**config.mk**
```make
export PLATFORM = sky130hd
export DESIGN_NAME = pipe_stage_reg
export DESIGN_NICKNAME = d
export VERILOG_FILES = /design/src/rtl/pipe_stage_reg.sv
export SDC_FILE = /design/constraint.sdc
export NUM_CORES = 1
export LEC_CHECK = 0
export ABC_AREA = 1
export BUFFER_PORTS_ARGS = -buffer_cell sky130_fd_sc_hd__buf_4
export CORE_ASPECT_RATIO = 0.9
export CORE_MARGIN = 2
export CORE_UTILIZATION = 55
export CTS_CLUSTER_SIZE = 30
export DETAILED_ROUTE_END_ITERATION = 7
export PLACE_DENSITY = 0.88
export SLEW_MARGIN = 5
export SYNTH_ARGS = -nofsm -noshare
export SYNTH_HDL_FRONTEND = slang
export SYNTH_SLANG_ARGS = --single-unit
```
**constraint.sdc**
```tcl
create_clock -name clk -period 3.9 [get_ports clk]
set_input_delay 0.195 -clock clk [delete_from_list [all_inputs] [get_ports clk]]
set_output_delay 0.195 -clock clk [all_outputs]
set_load 0.02 [all_outputs]
```
**src/rtl/pipe_stage_reg.sv**
```systemverilog
// Elastic pipeline stage register: valid/ready handshake with a one-entry skid
// buffer, synchronous flush to a NOP bubble, and a saturating stall counter.
// Every output is driven straight from a flop; the next-state logic computes
// the post-edge value of each output alongside the storage state.
module pipe_stage_reg #(
  parameter int unsigned            WIDTH     = 32,
  parameter logic [WIDTH-1:0]       NOP_VALUE = '0,
  parameter int unsigned            CNT_W     = 16
) (
  input  logic             clk,
  input  logic             reset,
  input  logic             in_valid,
  output logic             in_ready,
  input  logic [WIDTH-1:0] in_data,
  output logic             out_valid,
  input  logic             out_ready,
  output logic [WIDTH-1:0] out_data,
  input  logic             flush,
  output logic [1:0]       occupancy,
  output logic [CNT_W-1:0] stall_cnt,
  input  logic             stall_clr
);

  localparam int unsigned OCC_W = 2;
  localparam logic [CNT_W-1:0] CNT_MAX = {CNT_W{1'b1}};

  // Current state
  logic             main_valid;
  logic [WIDTH-1:0] main_data;
  logic             skid_valid;
  logic [WIDTH-1:0] skid_data;

  // Next state
  logic             main_valid_n;
  logic [WIDTH-1:0] main_data_n;
  logic             skid_valid_n;
  logic [WIDTH-1:0] skid_data_n;
  logic             in_ready_n;
  logic [OCC_W-1:0] occupancy_n;
  logic [CNT_W-1:0] stall_cnt_n;

  // Handshake qualifiers
  logic accept;
  logic load_en;
  logic stalled;

  assign accept  = in_valid & in_ready;
  assign load_en = ~main_valid | out_ready;
  assign stalled = main_valid & ~out_ready;

  // main_data doubles as out_data, so it is parked at NOP_VALUE whenever the
  // main register goes empty; the output then needs no mux behind the flop.
  assign out_valid = main_valid;
  assign out_data  = main_data;

  // Next-state logic for the main/skid registers, flush has top priority
  always_comb begin
    main_valid_n = main_valid;
    main_data_n  = main_data;
    skid_valid_n = skid_valid;
    skid_data_n  = skid_data;

    if (flush) begin
      main_valid_n = 1'b0;
      main_data_n  = NOP_VALUE;
      skid_valid_n = 1'b0;
    end else if (load_en) begin
      if (skid_valid) begin
        // in_ready was low, so no beat can be accepted this edge
        main_valid_n = 1'b1;
        main_data_n  = skid_data;
        skid_valid_n = 1'b0;
      end else if (accept) begin
        main_valid_n = 1'b1;
        main_data_n  = in_data;
      end else begin
        main_valid_n = 1'b0;
        main_data_n  = NOP_VALUE;
      end
    end else if (accept) begin
      skid_valid_n = 1'b1;
      skid_data_n  = in_data;
    end

    in_ready_n  = ~skid_valid_n;
    occupancy_n = OCC_W'(main_valid_n) + OCC_W'(skid_valid_n);
  end

  // Saturating stall counter; clear wins over increment, flush is ignored
  always_comb begin
    stall_cnt_n = stall_cnt;
    if (stall_clr) begin
      stall_cnt_n = '0;
    end else if (stalled && (stall_cnt != CNT_MAX)) begin
      stall_cnt_n = stall_cnt + CNT_W'(1);
    end
  end

  // Storage and registered outputs
  always_ff @(posedge clk or negedge reset) begin
    if (!reset) begin
      main_valid <= 1'b0;
      main_data  <= NOP_VALUE;
      skid_valid <= 1'b0;
      skid_data  <= '0;
      in_ready   <= 1'b1;
      occupancy  <= '0;
      stall_cnt  <= '0;
    end else begin
      main_valid <= main_valid_n;
      main_data  <= main_data_n;
      skid_valid <= skid_valid_n;
      skid_data  <= skid_data_n;
      in_ready   <= in_ready_n;
      occupancy  <= occupancy_n;
      stall_cnt  <= stall_cnt_n;
    end
  end

endmodule

```
== Word-level counts from Yosys, hierarchy flattened ==
Cells that the tools add are included.

* Register bits: 85
* Memory bits (read-only): 0
* Input port bits: 38
* Bits in writable memories: 0
* Bits in latches: 0
* Memories: 0
* Word-level logic and storage cells: 35
* Output and inout bits: 52

* Multipliers: 0
* $add $sub $neg: 2
* Div/mod/pow operators: 0
* Bitwise logic cells: 8
* Reductions and logical operators: 4
* Shift operators: 0
* Order comparisons: 0
* Eq/ne operators: 1
* Mux-type cells: 13

{| class="wikitable"
|+ Operators by type and width
! cell !! number
|-
| 32-bit 2-to-1 mux || 4
|-
| 16-bit 2-to-1 mux || 2
|-
| 16-bit by 1-bit adder with 16-bit output (second input constant) || 1
|-
| 16-bit inequality test (second input constant) || 1
|-
| 1-bit 2-to-1 mux || 7
|-
| 1-bit NOT || 5
|-
| 2-bit nonzero test || 2
|-
| 3-bit AND reduction || 1
|-
| 1-bit by 1-bit adder with 2-bit output || 1
|-
| 1-bit bitwise AND || 2
|-
| 1-bit logical AND || 1
|-
| 1-bit bitwise OR || 1
|}

== Depth between registers and ports, before layout ==
Gate-level depths: netlist of the first run.

* Word-level depth: 6
* Depth in mapped cells: 10
* Gate-level depth less buffers: 9

== Worst setup path before layout of the first run ==
OpenSTA, ideal clock, no wires.

* Kind: reg-to-reg
* Start: reg stall_cnt[1]
* End: reg stall_cnt[10]
* Setup time: 0.117 ns
* Path slack: 2.289 ns
* Clock period less this slack: 1.611 ns
* Cell stages (with the launch flop): 10
* Path buffers: 1
* Arrival: 1.494 ns
* Data required time: 3.783 ns
* Path through: dfrtp_1 > ha_1 > nand2_1 > nor2_4 > nand2_2 > nor2_4 > nor2_4 > buf_2 > nand3_1 > nand2_1

* Cells in the longest elaborated chain, start to end: 3
* Elaborated cells on any way between the ends: 6
* Classes of those cells: 1 x add/sub; 1 x eq/ne; 2 x mux; 2 x reduce/logical

{| class="wikitable"
|+ RTL lines
! item !! line !! source
|-
| from (decl) || 20 || <nowiki>output logic [CNT_W-1:0] stall_cnt,</nowiki>
|-
| from (signal assigned) || 116 || <nowiki>stall_cnt <= stall_cnt_n;</nowiki>
|-
| 16-bit by 1-bit adder with 16-bit output or 16-bit inequality test (tied branches) || 95, 94 ||
|-
| 16-bit 2-to-1 mux or 1-bit logical AND (tied branches) || 94 || <nowiki>end else if (stalled && (stall_cnt != CNT_MAX)) begin</nowiki>
|-
| 16-bit 2-to-1 mux or 2-bit nonzero test (tied branches) || -- ||
|}

Several ways; a longest one is shown, not always the timed one. The select of a mux whose other input is x is not followed.
A chain may end at the register's enable or synchronous reset.

== Worst setup path after layout of the first run ==
* Start: reg main_valid (netlist: out_valid)
* End: reg skid_data[30]

* Cells in the longest elaborated chain, start to end: 4

{| class="wikitable"
|+ RTL lines
! item !! line !! source
|-
| from (decl) || 28 || <nowiki>logic main_valid;</nowiki>
|-
| from (signal assigned) || 110 || <nowiki>main_valid <= main_valid_n;</nowiki>
|-
| 1-bit NOT || 48 || <nowiki>assign load_en = ~main_valid | out_ready;</nowiki>
|-
| 1-bit bitwise OR || 48 ||
|-
| 1-bit NOT (no source line) || -- ||
|-
| 3-bit AND reduction (no source line) || -- ||
|-
| to (signal assigned) || 113 || <nowiki>skid_data <= skid_data_n;</nowiki>
|-
| to (decl) || 31 || <nowiki>logic [WIDTH-1:0] skid_data;</nowiki>
|}

Every way passes these cells.

==> impl_results.md, run 1 <==
- CTS Sinks: 85
- Pwr Density: 397 nW/µm²
- Mapped Nets: 550
- Total CTS buffers: 9
- Most common cell after layout, fill and taps aside: nand2_1
- Sequential power share: 53.5%
- TritonCTS clock tree: done
- H-tree lvl count: 3
- Post-synth cell types: 22
- Most common flop cell mapped by yosys: dfrtp_1
- Clock skew: 9.46 ps
- Crit path kind: reg2reg
- R2r startpoint: out_valid$_DFF_PN0_
- Vias in the first global route: 3473
- Post-synth EDFFs: 0
- Critical path arrival: 2530 ps
- Number of setup violations in the final report: 0
- Hold Crit Class: in2async
- Setup repair bufs after CTS: 0
- Fin nets: 626
- Fin crit period: 2290 ps
- Final Hold Vio Count: 1
- Number of I/O port buffers: 89
- Largest net degree at the start of global routing: 86
- Synth Register Bits: 85
- Clock Power Share: 32.5%
- Combinational share of power: 14.0%
- Yosys Warn Count: 0
- Failing checks: hold timing
- Global-route wire length before repair: 15.8 mm
- I/O pin total: 90
- Routed length per placed instance: 13.9 µm
- Slew @ Worst Pin: 1110 ps
- P&R area growth vs syn: 22.1%
- Critical Path Sink Type: flop
- Antenna Cells: 0
- Final hold slack: -4.45 ps
- Bufs on Longest Clock Path: 2
- Final Instance Area: 4900 µm²
- Drt first pass iters: 6
- Die area: 7990 µm²
- Static Leak: 2.55 nW
- Syn avg cell area: 7.85 µm²
- Setup TNS: 0 ps
- Cells after Synth: 511
- Routed Antenna Nets: 0
- CTS Root Cell: clkbuf_8
- VDD IR max: 222 µV
- All-Layer GR Usage: 24.8%
- Top cell type by total area after synthesis: dfrtp_1
- Area share of the largest cell type after synthesis: 52.4%
- DR DRC count: 0
- Final Slew Violations: 0
- Pint: 0.00140 W
- Reg2Reg Depth: 8
- MaxCap Viol Count: 0
- Die Y: 85.0 µm
- Non-filler cells, final: 685
- Drt first-iter violations: 285
- Psw: 0.000546 W
- Overflow after GRT: 0
- Reg-to-Reg End: skid_data[30]$_DFFE_PN0P_
- Clk_lat worst skew: 350 ps
- Startpoint class of the critical path: flop
- Outcome: complete, but fails checks
- Initial antenna violation count: 0
- Core area: 7080 µm²
- Post-cts gate resize count: 0
- FMAX: 0.437 GHz
- RSZ-0062 raised after global routing: false
- Pwr Total: 0.00194 W
- Ranking of synthesized cells by area: dfrtp_1 52%, nand2_1 16%, o21ai_1 6.2%
- Fin crit share: 58.7%
- Detailed Route WL: 9.54 mm
- Seq/Total Area, Yosys: 53.1%
- CP required: 4140 ps
- Crit Path Max Fanout: 54
- Starting Density: 56.7%
- Die width: 94.0 µm
- Asr flop ratio synth: 100%
- Layout cells sized above 1: 20.6%
- Worst reg2reg setup slack: 1610 ps
- Placed cell count: 669
- Num rows: 29
- Post-cts hold buffer count: 0
- Net Sw Frac: 28.1%
- Vias: 3758
- Cell area after synthesis: 4010 µm²
- Most frequent cells in the layout: 166 x nand2_1, 92 x buf_4, 84 x dfrtp_1, 50 x o21ai_1, 40 x nor2_1
- Clk pin slew, worst setup/hold paths: 90 ps
- Slew HR: 26.0%
- DP HPWL: 6.42 mm
- Placed inst area: 4700 µm²
- Vias per cell: 5.49
- Gpl congestion: 0.908
## stage by stage
stage | setup slack, ps | hold slack (ps) | util [%]
floorplan | 2290 | -101 | -
global placement | 1750 | 435 | 66.4
detailed placement | 1670 | 445 | 66.4
CTS | 1620 | 62.2 | 69.2
global route | 1370 | 81.6 | 69.2
finish | 1610 | -4.45 | 69.2
## logic make-up (layout without fill, tap and decap cells)
group                      count (synthesis)  count (layout)  share of synthesized area [%]
xor gates and xnor gates                   2               2                          0.437
DFF                                       85              85                           53.1
and+or+nand+nor                          273             273                           28.9
adders and majority gates                  1               1                          0.312
buffers and inverters                     62             143                           6.27
AOI/OAI and AO/OA                         88              88                           11.0
## power groups by stage
stage          clock network (W)  registers, W  logic [W]
3_3_place_gp                   0       0.00105   0.000261
4_1_cts                 0.000638       0.00104   0.000275
6_report                0.000633       0.00104   0.000272
2_1_floorplan                  0       0.00106   0.000141
5_1_grt                 0.000671       0.00105   0.000308
3_5_place_dp                   0       0.00105   0.000276
## cell usage after synthesis, drive strengths merged, types with 2 or more instances
library cell and count:
a21oi 36, buf 16, clkbuf 11, dfrtp 84, inv 35, nand2 168
nand3 37, nand4 10, nor2 45, nor3 11, o21ai 52, xor2 2
## worst max path at each step
| stage | start | end | slack, ps |
|---|---|---|---|
| floorplan | stall_cnt[1]$_DFFE_PN0P_ | stall_cnt[10]$_DFFE_PN0P_ | 2290 |
| global placement | out_valid$_DFF_PN0_ | skid_data[1]$_DFFE_PN0P_ | 1750 |
| detailed placement | out_valid$_DFF_PN0_ | skid_data[8]$_DFFE_PN0P_ | 1670 |
| CTS | out_valid$_DFF_PN0_ | skid_data[30]$_DFFE_PN0P_ | 1620 |
| global route | out_valid$_DFF_PN0_ | skid_data[6]$_DFFE_PN0P_ | 1370 |
| finish | out_valid$_DFF_PN0_ | skid_data[30]$_DFFE_PN0P_ | 1610 |
## routing by layer
layer | wire (µm) | part of all wire [%] | global-route usage [%]
met2 | 4600 | 48 | 39.5
met5 | 0 | 0 | 0
met1 | 4110 | 43 | 33.5
met3 | 640 | 6.7 | 4.09
met4 | 195 | 2.0 | 11.5
## worst max-delay path, stage by stage, from the launching register on
cell and delay, ps:
dfrtp_1 360, inv_1 40, nor2_1 180, nand2_1 170, inv_2 70, buf_4 440, nand2_2 580, nand2_1 250
nand2_1 80
## state kept, by name, summed over array words and instances (netlist names)
name and flops:
occupancy 2, stall_cnt 16, out_valid 1, skid_valid 1
skid_data 32, in_ready 1, out_data 32
## cell type report
| cell class | count | area [µm²] |
|---|---|---|
| timing repair buffer | 92 | 691 |
| fill | 542 | 2180 |
| tap | 93 | 116 |
| sequential | 85 | 2130 |
| clock buffer | 10 | 138 |
| inverter | 35 | 131 |
| clock inverter | 6 | 61.3 |
| multi-input combinational | 364 | 1630 |
(Power assumes the default switching activity.)
==> run 2, diff against run 1 <==
--- a/config.mk
+++ b/config.mk
@@ -9,10 +9,10 @@
 export BUFFER_PORTS_ARGS = -buffer_cell sky130_fd_sc_hd__buf_4
 export CORE_ASPECT_RATIO = 0.9
 export CORE_MARGIN = 2
-export CORE_UTILIZATION = 55
+export CORE_UTILIZATION = 49
 export CTS_CLUSTER_SIZE = 30
 export DETAILED_ROUTE_END_ITERATION = 7
-export PLACE_DENSITY = 0.88
+export PLACE_DENSITY = 0.83
 export SLEW_MARGIN = 5
 export SYNTH_ARGS = -nofsm -noshare
 export SYNTH_HDL_FRONTEND = slang
==> constraint.sdc (replaced) <==
create_clock -name clk -period 2.1 [get_ports clk]
set_input_delay 0.105 -clock clk [delete_from_list [all_inputs] [get_ports clk]]
set_output_delay 0.105 -clock clk [all_outputs]
set_load 0.02 [all_outputs]
==> impl_results.md, run 2 (synthesized netlist as in run 1, its figures left out) <==
- Outcome: completed
- Critical path arrival: 2000 ps (-530 ps)
- Fin crit period: 1780 ps (-506 ps)
- RSZ-0062 raised after global routing: false
- Clock skew: 16.6 ps (+7.14 ps)
- Crit Path Max Fanout: 43 (-20%)
- TritonCTS clock tree: done
- Crit path kind: reg2reg
- Number of I/O port buffers: 89 (unchanged)
- Met1 usage: 32.5% (-1.0 points)
- Detailed Route WL: 10.1 mm (+5.5%)
- DP HPWL: 6.77 mm (+5.5%)
- Placed cell count: 680 (+1.6%)
- Global-route wire length before repair: 16.8 mm (+6.1%)
- Antenna Cells: 0 (unchanged)
- CTS Sinks: 85 (unchanged)
- Pwr Density: 725 nW/µm² (+82%)
- Clk pin slew, worst setup/hold paths: 80 ps (about the same)
- Total CTS buffers: 9 (unchanged)
- MaxCap Viol Count: 0 (unchanged)
- Bufs on Longest Clock Path: 2 (unchanged)
- Startpoint class of the critical path: flop
- Setup TNS: 0 ps (unchanged)
- Most common cell after layout, fill and taps aside: nand2_1
- VDD IR max: 337 µV (+52%)
- Layout Utilization: 65.0% (-4.2 points)
- Slew HR: 48.7% (+23 points)
- Grt met2 use: 35.4% (-4.1 points)
- Drt first-iter violations: 185 (-35%)
- H-tree lvl count: 3 (unchanged)
- Starting Density: 50.2% (-6.5 points)
- Gpl congestion: 0.844 (-7.1%)
- Num rows: 31 (+6.9%)
- Number of setup violations in the final report: 0 (unchanged)
- Initial antenna violation count: 0 (unchanged)
- Vias: 3828 (+1.9%)
- Met3 Resource Use GR: 3.81% (-0.27 points)
- Final Slew Violations: 0 (unchanged)
- Drt first pass iters: 5 (-1)
- Fin nets: 653 (+4.3%)
- CTS Root Cell: clkbuf_8
- Die area: 8920 µm² (+12%)
- CP required: 2310 ps (-1830 ps)
- FMAX: 0.560 GHz (+28%)
- Core area: 7990 µm² (+13%)
- Layout cells sized above 1: 20.4% (-0.25 points)
- DR DRC count: 0 (unchanged)
- Final Hold Vio Count: 0 (-1)
- Die width: 99.4 µm (+5.7%)
- GR peak layer: met2
- Clk_lat worst skew: 370 ps (+20 ps)
- Die Y: 89.8 µm (+5.7%)
- P&R area growth vs syn: 29.5%
- Vias per cell: 5.33 (-2.8%)
- Hold Crit Class: in2reg
- Critical Path Sink Type: flop
- Vias in the first global route: 3600 (+3.7%)
- All-Layer GR Usage: 23.2% (-1.6 points)
- Static Leak: 2.67 nW (+4.8%)
- Routed Antenna Nets: 0 (unchanged)
- Non-filler cells, final: 718 (+4.8%)
- Routed length per placed instance: 14.0 µm (+0.67%)
- Largest net degree at the start of global routing: 48 (-44%)
- Slew @ Worst Pin: 766 ps (-341 ps)
- Fin crit share: 85.0% (+26 points)
- I/O pin total: 90 (unchanged)
- Most frequent cells in the layout: 166 x nand2_1, 96 x buf_4, 83 x dfrtp_1, 50 x o21ai_1, 40 x nor2_1
- Overflow after GRT: 0 (unchanged)
## run 2: final cells by class
class	count	area, µm²
clock inverter	5	85.1
tap	99	124
inverter	35	131
multi-input combinational	364	1630
clock buffer	11	131
sequential	85	2130
fill	698	2800
timing repair buffer	119	961
## run 2: per-stage QoR
step                cell area, µm²  hold WS (ps)  worst slack, ps  power, W
detailed placement            4760           114              340   0.00248
global route                  5190          30.9              114   0.00393
finish                        5190          2.45              315   0.00376
global placement              4760           107              469   0.00245
CTS                           5190          6.33              329   0.00378
floorplan                     4010          -191              489   0.00224
## run 2: worst paths after layout
| check | cells past startpoint | from | end | slack, ps |
|---|---|---|---|---|
| max | 7 | out_valid$_DFF_PN0_ | skid_data[2]$_DFFE_PN0P_ | 320 |
| min reg2reg | 2 | skid_data[24]$_DFFE_PN0P_ | skid_data[24]$_DFFE_PN0P_ | 480 |
| max reg2reg | 7 | out_valid$_DFF_PN0_ | skid_data[2]$_DFFE_PN0P_ | 320 |
| min | 3 | in_data[15] | skid_data[15]$_DFFE_PN0P_ | 2 |
| max in group asynchronous | 3 | reset | skid_data[24]$_DFFE_PN0P_ | 1230 |
| min in group asynchronous | 2 | reset | stall_cnt[6]$_DFFE_PN0P_ | 250 |
## run 2: report_power, final
group | internal, W | switching, W | total [W]
Clock | 0.000678 | 0.000604 | 0.00128
Sequential | 0.00182 | 0.000110 | 0.00193
Combinational | 0.000233 | 0.000316 | 0.000549
## run 2: critical path, stage by stage (launching register included)
cell	delay, ps
dfrtp_1	360
inv_1	40
nor2_1	210
nand2_1	190
inv_2	110
nand2_2	440
nand2_1	210
o21ai_1	90
## run 2: repair_timing
| action | CTS | global route |
|---|---|---|
| resized for setup | 0 | 0 |
| buffers inserted | 0 | 0 |
| hold buffers | 22 | 0 |
| hold endpoints to repair | 58 | 0 |
## run 2: routing by layer
metal | routed length, µm | share of wire (%)
met4 | 236 | 2.3
met5 | 0 | 0
met3 | 585 | 5.8
met2 | 4750 | 47
met1 | 4500 | 45
